==> config.mk <==
export PLATFORM = sky130hd
export DESIGN_NAME = lfsr_seq
export DESIGN_NICKNAME = d
export VERILOG_FILES = /design/src/rtl/lfsr_seq.sv
export SDC_FILE = /design/constraint.sdc
export NUM_CORES = 1
export LEC_CHECK = 0
export ABC_AREA = 1
export CORE_MARGIN = 4
export CORE_UTILIZATION = 45
export DETAILED_ROUTE_END_ITERATION = 8
export PLACE_DENSITY_LB_ADDON = 0.08
export SLEW_MARGIN = 40
export SYNTH_ARGS = -nofsm -noshare
export SYNTH_HDL_FRONTEND = slang
export SYNTH_SLANG_ARGS = --single-unit
export TNS_END_PERCENT = 20
==> constraint.sdc <==
create_clock -name clk -period 1.8 [get_ports clk]
set_input_delay 0.36 -clock clk [delete_from_list [all_inputs] [get_ports clk]]
set_output_delay 0.36 -clock clk [all_outputs]
set_load 0.03 [all_outputs]
==> src/rtl/lfsr_seq.sv <==
// rtl/lfsr_seq.sv - seeded XNOR Fibonacci LFSR sequencer with wrap/one-shot control
// Define LFSR_PERIOD_CNT_EN to include the period counter and period_out.
module lfsr_seq #(
  parameter int          NUM_BITS = 8,
  parameter int          STEP     = 1,
  parameter logic [31:0] TAPS     = 32'd0
) (
  input  logic                clk,
  input  logic                reset_n,
  input  logic                enable,
  input  logic                seed_valid,
  input  logic [NUM_BITS-1:0] seed_data,
  output logic                seed_ready,
  input  logic                mode,
  input  logic                stop,
  output logic [NUM_BITS-1:0] lfsr_data,
  output logic                lfsr_wrap,
  output logic                lfsr_done,
  output logic                seed_err,
  output logic                lockup_err,
  output logic [NUM_BITS-1:0] period_out
);

  // Maximal-length XNOR taps, bit k set = tap on register bit k (0-based).
  function automatic logic [31:0] builtin_taps(input int n);
    case (n)
      3:  return 32'h0000_0006;
      4:  return 32'h0000_000C;
      5:  return 32'h0000_0014;
      6:  return 32'h0000_0030;
      7:  return 32'h0000_0060;
      8:  return 32'h0000_00B8;
      9:  return 32'h0000_0110;
      10: return 32'h0000_0240;
      11: return 32'h0000_0500;
      12: return 32'h0000_0829;
      13: return 32'h0000_100D;
      14: return 32'h0000_2015;
      15: return 32'h0000_6000;
      16: return 32'h0000_D008;
      17: return 32'h0001_2000;
      18: return 32'h0002_0400;
      19: return 32'h0004_0023;
      20: return 32'h0009_0000;
      21: return 32'h0014_0000;
      22: return 32'h0030_0000;
      23: return 32'h0042_0000;
      24: return 32'h00E1_0000;
      25: return 32'h0120_0000;
      26: return 32'h0200_0023;
      27: return 32'h0400_0013;
      28: return 32'h0900_0000;
      29: return 32'h1400_0000;
      30: return 32'h2000_0029;
      31: return 32'h4800_0000;
      32: return 32'h8020_0003;
      default: return 32'h0000_0000;
    endcase
  endfunction

  localparam logic [31:0]         TAP_ALL  = (TAPS != 32'd0) ? TAPS : builtin_taps(NUM_BITS);
  localparam logic [NUM_BITS-1:0] TAP_MASK = TAP_ALL[NUM_BITS-1:0];

  typedef enum logic [1:0] {IDLE, RUN, DONE} state_t;

  state_t              state_q, state_d;
  logic [NUM_BITS-1:0] lfsr_q, seed_q, adv;
  logic                mode_q;
  logic                seed_fire, seed_bad, load_seed;
  logic                step_en, lock_hit, wrap_hit;

  always_comb begin
    adv = lfsr_q;
    for (int i = 0; i < STEP; i++) begin
      adv = {adv[NUM_BITS-2:0], ~^(adv & TAP_MASK)};
    end
  end

  assign seed_ready = (state_q == IDLE) || (state_q == DONE);
  assign seed_fire  = seed_valid && seed_ready;
  assign seed_bad   = (seed_data == '1);
  assign load_seed  = seed_fire && !seed_bad;
  assign step_en    = (state_q == RUN) && !stop && enable;
  assign lock_hit   = step_en && (adv == '1);
  assign wrap_hit   = step_en && !lock_hit && (adv == seed_q);

  always_ff @(posedge clk) begin
    if (!reset_n) state_q <= IDLE;
    else          state_q <= state_d;
  end

  always_comb begin
    state_d = state_q;
    case (state_q)
      IDLE: if (load_seed) state_d = RUN;
      RUN: begin
        if (stop)                    state_d = IDLE;
        else if (wrap_hit && mode_q) state_d = DONE;
      end
      DONE: begin
        // A seed offer in the same cycle as stop takes precedence.
        if (load_seed)                state_d = RUN;
        else if (stop && !seed_fire)  state_d = IDLE;
      end
      default: state_d = IDLE;
    endcase
  end

  always_ff @(posedge clk) begin
    if (!reset_n) begin
      lfsr_q     <= '0;
      seed_q     <= '0;
      mode_q     <= 1'b0;
      lfsr_wrap  <= 1'b0;
      seed_err   <= 1'b0;
      lockup_err <= 1'b0;
    end else begin
      lfsr_wrap  <= wrap_hit;
      seed_err   <= seed_fire && seed_bad;
      lockup_err <= lock_hit;
      if (load_seed) begin
        lfsr_q <= seed_data;
        seed_q <= seed_data;
        mode_q <= mode;
      end else if (lock_hit) begin
        lfsr_q <= seed_q;
      end else if (step_en) begin
        lfsr_q <= adv;
      end
    end
  end

  assign lfsr_data = lfsr_q;
  assign lfsr_done = (state_q == DONE);

`ifdef LFSR_PERIOD_CNT_EN
  logic [NUM_BITS-1:0] cnt_q, period_q, cnt_next;

  assign cnt_next = (cnt_q == '1) ? cnt_q : cnt_q + {{(NUM_BITS-1){1'b0}}, 1'b1};

  always_ff @(posedge clk) begin
    if (!reset_n) begin
      cnt_q    <= '0;
      period_q <= '0;
    end else if (load_seed || lock_hit) begin
      cnt_q <= '0;
    end else if (wrap_hit) begin
      period_q <= cnt_next;
      cnt_q    <= '0;
    end else if (step_en) begin
      cnt_q <= cnt_next;
    end
  end

  assign period_out = period_q;
`else
  assign period_out = '0;
`endif

endmodule

==> flow_summary_export.csv <==
group,metric,value,unit
sta,report.final.slew_viol_count,0,
grt,grt_pass1_wl,5460,um
sta,fin_crit_sh,93.7,%
setup_path,ff2ff_path_depth,7,
clocking,clk_latency,0.33,ns
clocking,cts.reportedPaths.clkPinSlew,0.14,ns
synthesis,synth_edf_count,0,
sta,worst_slack,0.114,ns
floorplanning,die_w,62.9,um
synthesis,synthArstFlopShare,0,%
final_layout,final_common_cell,"nand2_1",
place,dp_hpwl,2650,um
clocking,cts_setup_buffers,0,
grt,antenna_found_initial,0,
floorplanning,coreArea,2810,sq um
route,dr.pass1.iters,4,
setup_path,cpPeakStageDelay,0.66,ns
grt,grtUsageTotal,17.3,%
final_layout,utilization,61.8,%
setup_path,timing.rr.start,"lfsr_data[3]$_SDFFE_PN0P_",
synthesis,yosysWarnings,0,
floorplanning,initial_utilization,48.3,%
setup_path,worstPathArrival,1.33,ns
sta,finalSetupViolations,0,
hold_path,hold_end,"seed_q[4]$_SDFFE_PN0P_",
route,ant_nets,0,
synthesis,yosys_register_bits,22,
setup_path,critical_path.max_fanout,1,
sta,clock.fmax,593,MHz
sta,post-route-min-period,1.69,ns
route,wire_per_inst,13.2,um
final_layout,fin_area,1730,sq um
sta,hold_slack,0.497,ns
synthesis,synthXorXnorAreaFrac,1.94,%
clocking,cts.sinks,22,
grt,grt_pass1_vias,1225,
hold_path,worst_hold_path_type,"reg -> reg",
synthesis,synth-seq-area-share,32.5,%
synthesis,synth_cell_type_count,32,
floorplanning,die_h,62.9,um
synthesis,synth_top_family_by_area,"simple AND/OR/NAND/NOR gates",
setup_path,worst-path-buf-inv,1,
power_and_ir_drop,powerDensity,730,nW/um^2
floorplanning,rows,19,
grt,grt_max_degree,14,
setup_path,required,1.44,ns
place,place_ws,-0.131,ns
synthesis,synth_top_area_share,32.5,%
hold_path,hold_depth,2,
final_layout,drive_gt1_share,22.0,%
final_layout,final_cell_mix,"nand2_1 (44), inv_1 (22), dfxtp_1 (22)",
hold_path,hp-start,"seed_q[4]$_SDFFE_PN0P_",
synthesis,synthAdderAreaFrac,0,%
setup_path,crit_chain,"clkdlybuf4s50_1",
synthesis,synthMuxAreaShare,0,%
floorplanning,io_pins,35,
setup_path,critical_path.top_delay_family,"buffers and inverters",
power_and_ir_drop,ir_worst_vdd,0.000377,V
final_layout,n_antenna_cell,0,
final_layout,nets,242,
final_layout,n_fill_cell,250,
setup_path,critPathSlowestCell,"clkdlybuf4s50_1",
route,drc,0,
synthesis,avgSynthCellArea,7.13,sq um
clocking,htreeDepth,1,
setup_path,critPathCaptureType,"primary output",
synthesis,yosysTopAreaCell,"dfxtp_1",
power_and_ir_drop,p_leak,0.823,nW
synthesis,synth-compound-area-share,15.0,%
synthesis,synth_cells,190,
clocking,cts_buffers,3,
setup_path,r2r_end,"lfsr_data[6]$_SDFFE_PN0P_",
clocking,clockRootBuffer,"clkbuf_4",
setup_path,critPathLaunchType,"flip-flop",
floorplanning,die_area,3950,sq um
place,gp_congestion,0.886,
synthesis,netlist_area,1350,sq um
run,cap_violations,0,
sta,hold_viol_final,0,
clocking,clockBufferDepth,2,
route,viasPerCell,5.13,
synthesis,synth-simple-area-share,36.8,%
synthesis,synth_ff_type,"dfxtp_1",
route,num_vias,1324,
synthesis,synthTopCellsByArea,"dfxtp_1 (33%), nand2_1 (12%), inv_1 (6.1%)",
final_layout,area_delta_synth_final,28.1,%
place,post_dp_cell_area,1680,sq um
route,drt-initial-drc-count,107,
sta,final.setup_skew,0.00752,ns
outcome,status,"finished, final reports clean",
setup_path,crit_type,"reg -> out",
grt,grt_overflow,0,
place,portBuffers,26,
setup_path,reg2reg_slack,0.25,ns
route,drt_wl_total,3400,um
clocking,cts_tree,"built",
sta,rsz0062_at_grt,"no",
## registers in the layout, indices dropped and copies added (netlist names)
register / count
state_q: 2
lfsr_data: 8
mode_q: 1
seed_err: 1
seed_q: 8
lfsr_wrap: 1
lockup_err: 1
## routing by layer
layer | vias up | GRT usage [%] | wire (um)
met3 | 9 | 3.06 | 279
met1 | 586 | 23.7 | 1540
met5 | - | 0 | 0
li1 | 658 | - | -
met4 | 0 | 6.89 | 65
met2 | 71 | 26.6 | 1510
## power breakdown
part / switching (mW) / internal, mW
logic: 0.199 / 0.121
registers: 0.0328 / 0.516
clock network: 0.171 / 0.225
## metrics by stage
stage / power [mW] / setup TNS, ns / cells
final: 1.27 / 0 / 258
after global placement: 0.880 / -0.0850 / 254
after global routing: 1.32 / 0 / 258
after floorplan: 0.781 / 0 / 197
after CTS: 1.27 / 0 / 258
after detailed placement: 0.884 / -1.04 / 254
## kinds of logic (layout without fill, tap and decap cells)
kind of cell	count (synthesis)	after routing
XOR/XNOR	3	3
buffers and inverters	38	68
flip-flops	22	22
other	1	8
AO/OA/AOI/OAI	30	30
AND/OR/NAND/NOR	96	96
## what timing repair did
action,CTS,global route
gates resized for setup,6,4
hold buffers,0,0
endpoints found under the setup margin,6,4
## how the worst max path moves through the flow
stage                                         start                        end  slack [ns]  cells past startpoint
after global placement                 seed_data[7]  lfsr_data[3]$_SDFFE_PN0P_       -0.04                     10
after CTS                 lfsr_data[6]$_SDFFE_PN0P_               lfsr_data[6]        0.02                      1
after global routing                   seed_data[6]  lfsr_data[7]$_SDFFE_PN0P_        0.07                     10
after detailed placement               seed_data[6]  lfsr_data[6]$_SDFFE_PN0P_       -0.13                     10
final                           seed_err$_SDFF_PN0_                   seed_err        0.11                      1
after floorplan           lfsr_data[5]$_SDFFE_PN0P_    state_q[0]$_SDFFE_PN0P_        0.31                      9
## cells in the mapped netlist (2+ instances only)
cell and instances:
buf_4 8, a21oi_1 9, dfxtp_1 22, nor3_2 2
a21oi_2 6, nor2_2 2, xnor2_1 3, nand2_2 8
o21ai_2 5, o21ai_0 6, a31oi_1 2, clkinv_1 2
nand3_1 9, nor2_1 21, nand2_1 44, inv_2 3
inv_1 22, nor2_4 2
## cell type report
class / count / area [sq um] / area share, %
inverters: 28 / 108 / 6.20
flip-flops and latches: 22 / 440 / 25.4
well taps: 31 / 38.8 / 2.24
repair buffers: 36 / 338 / 19.5
clock buffers: 3 / 22.5 / 1.30
multi-input cells: 137 / 757 / 43.7
clock inverters: 1 / 30.0 / 1.73
Power figures use the tool's default switching activity.
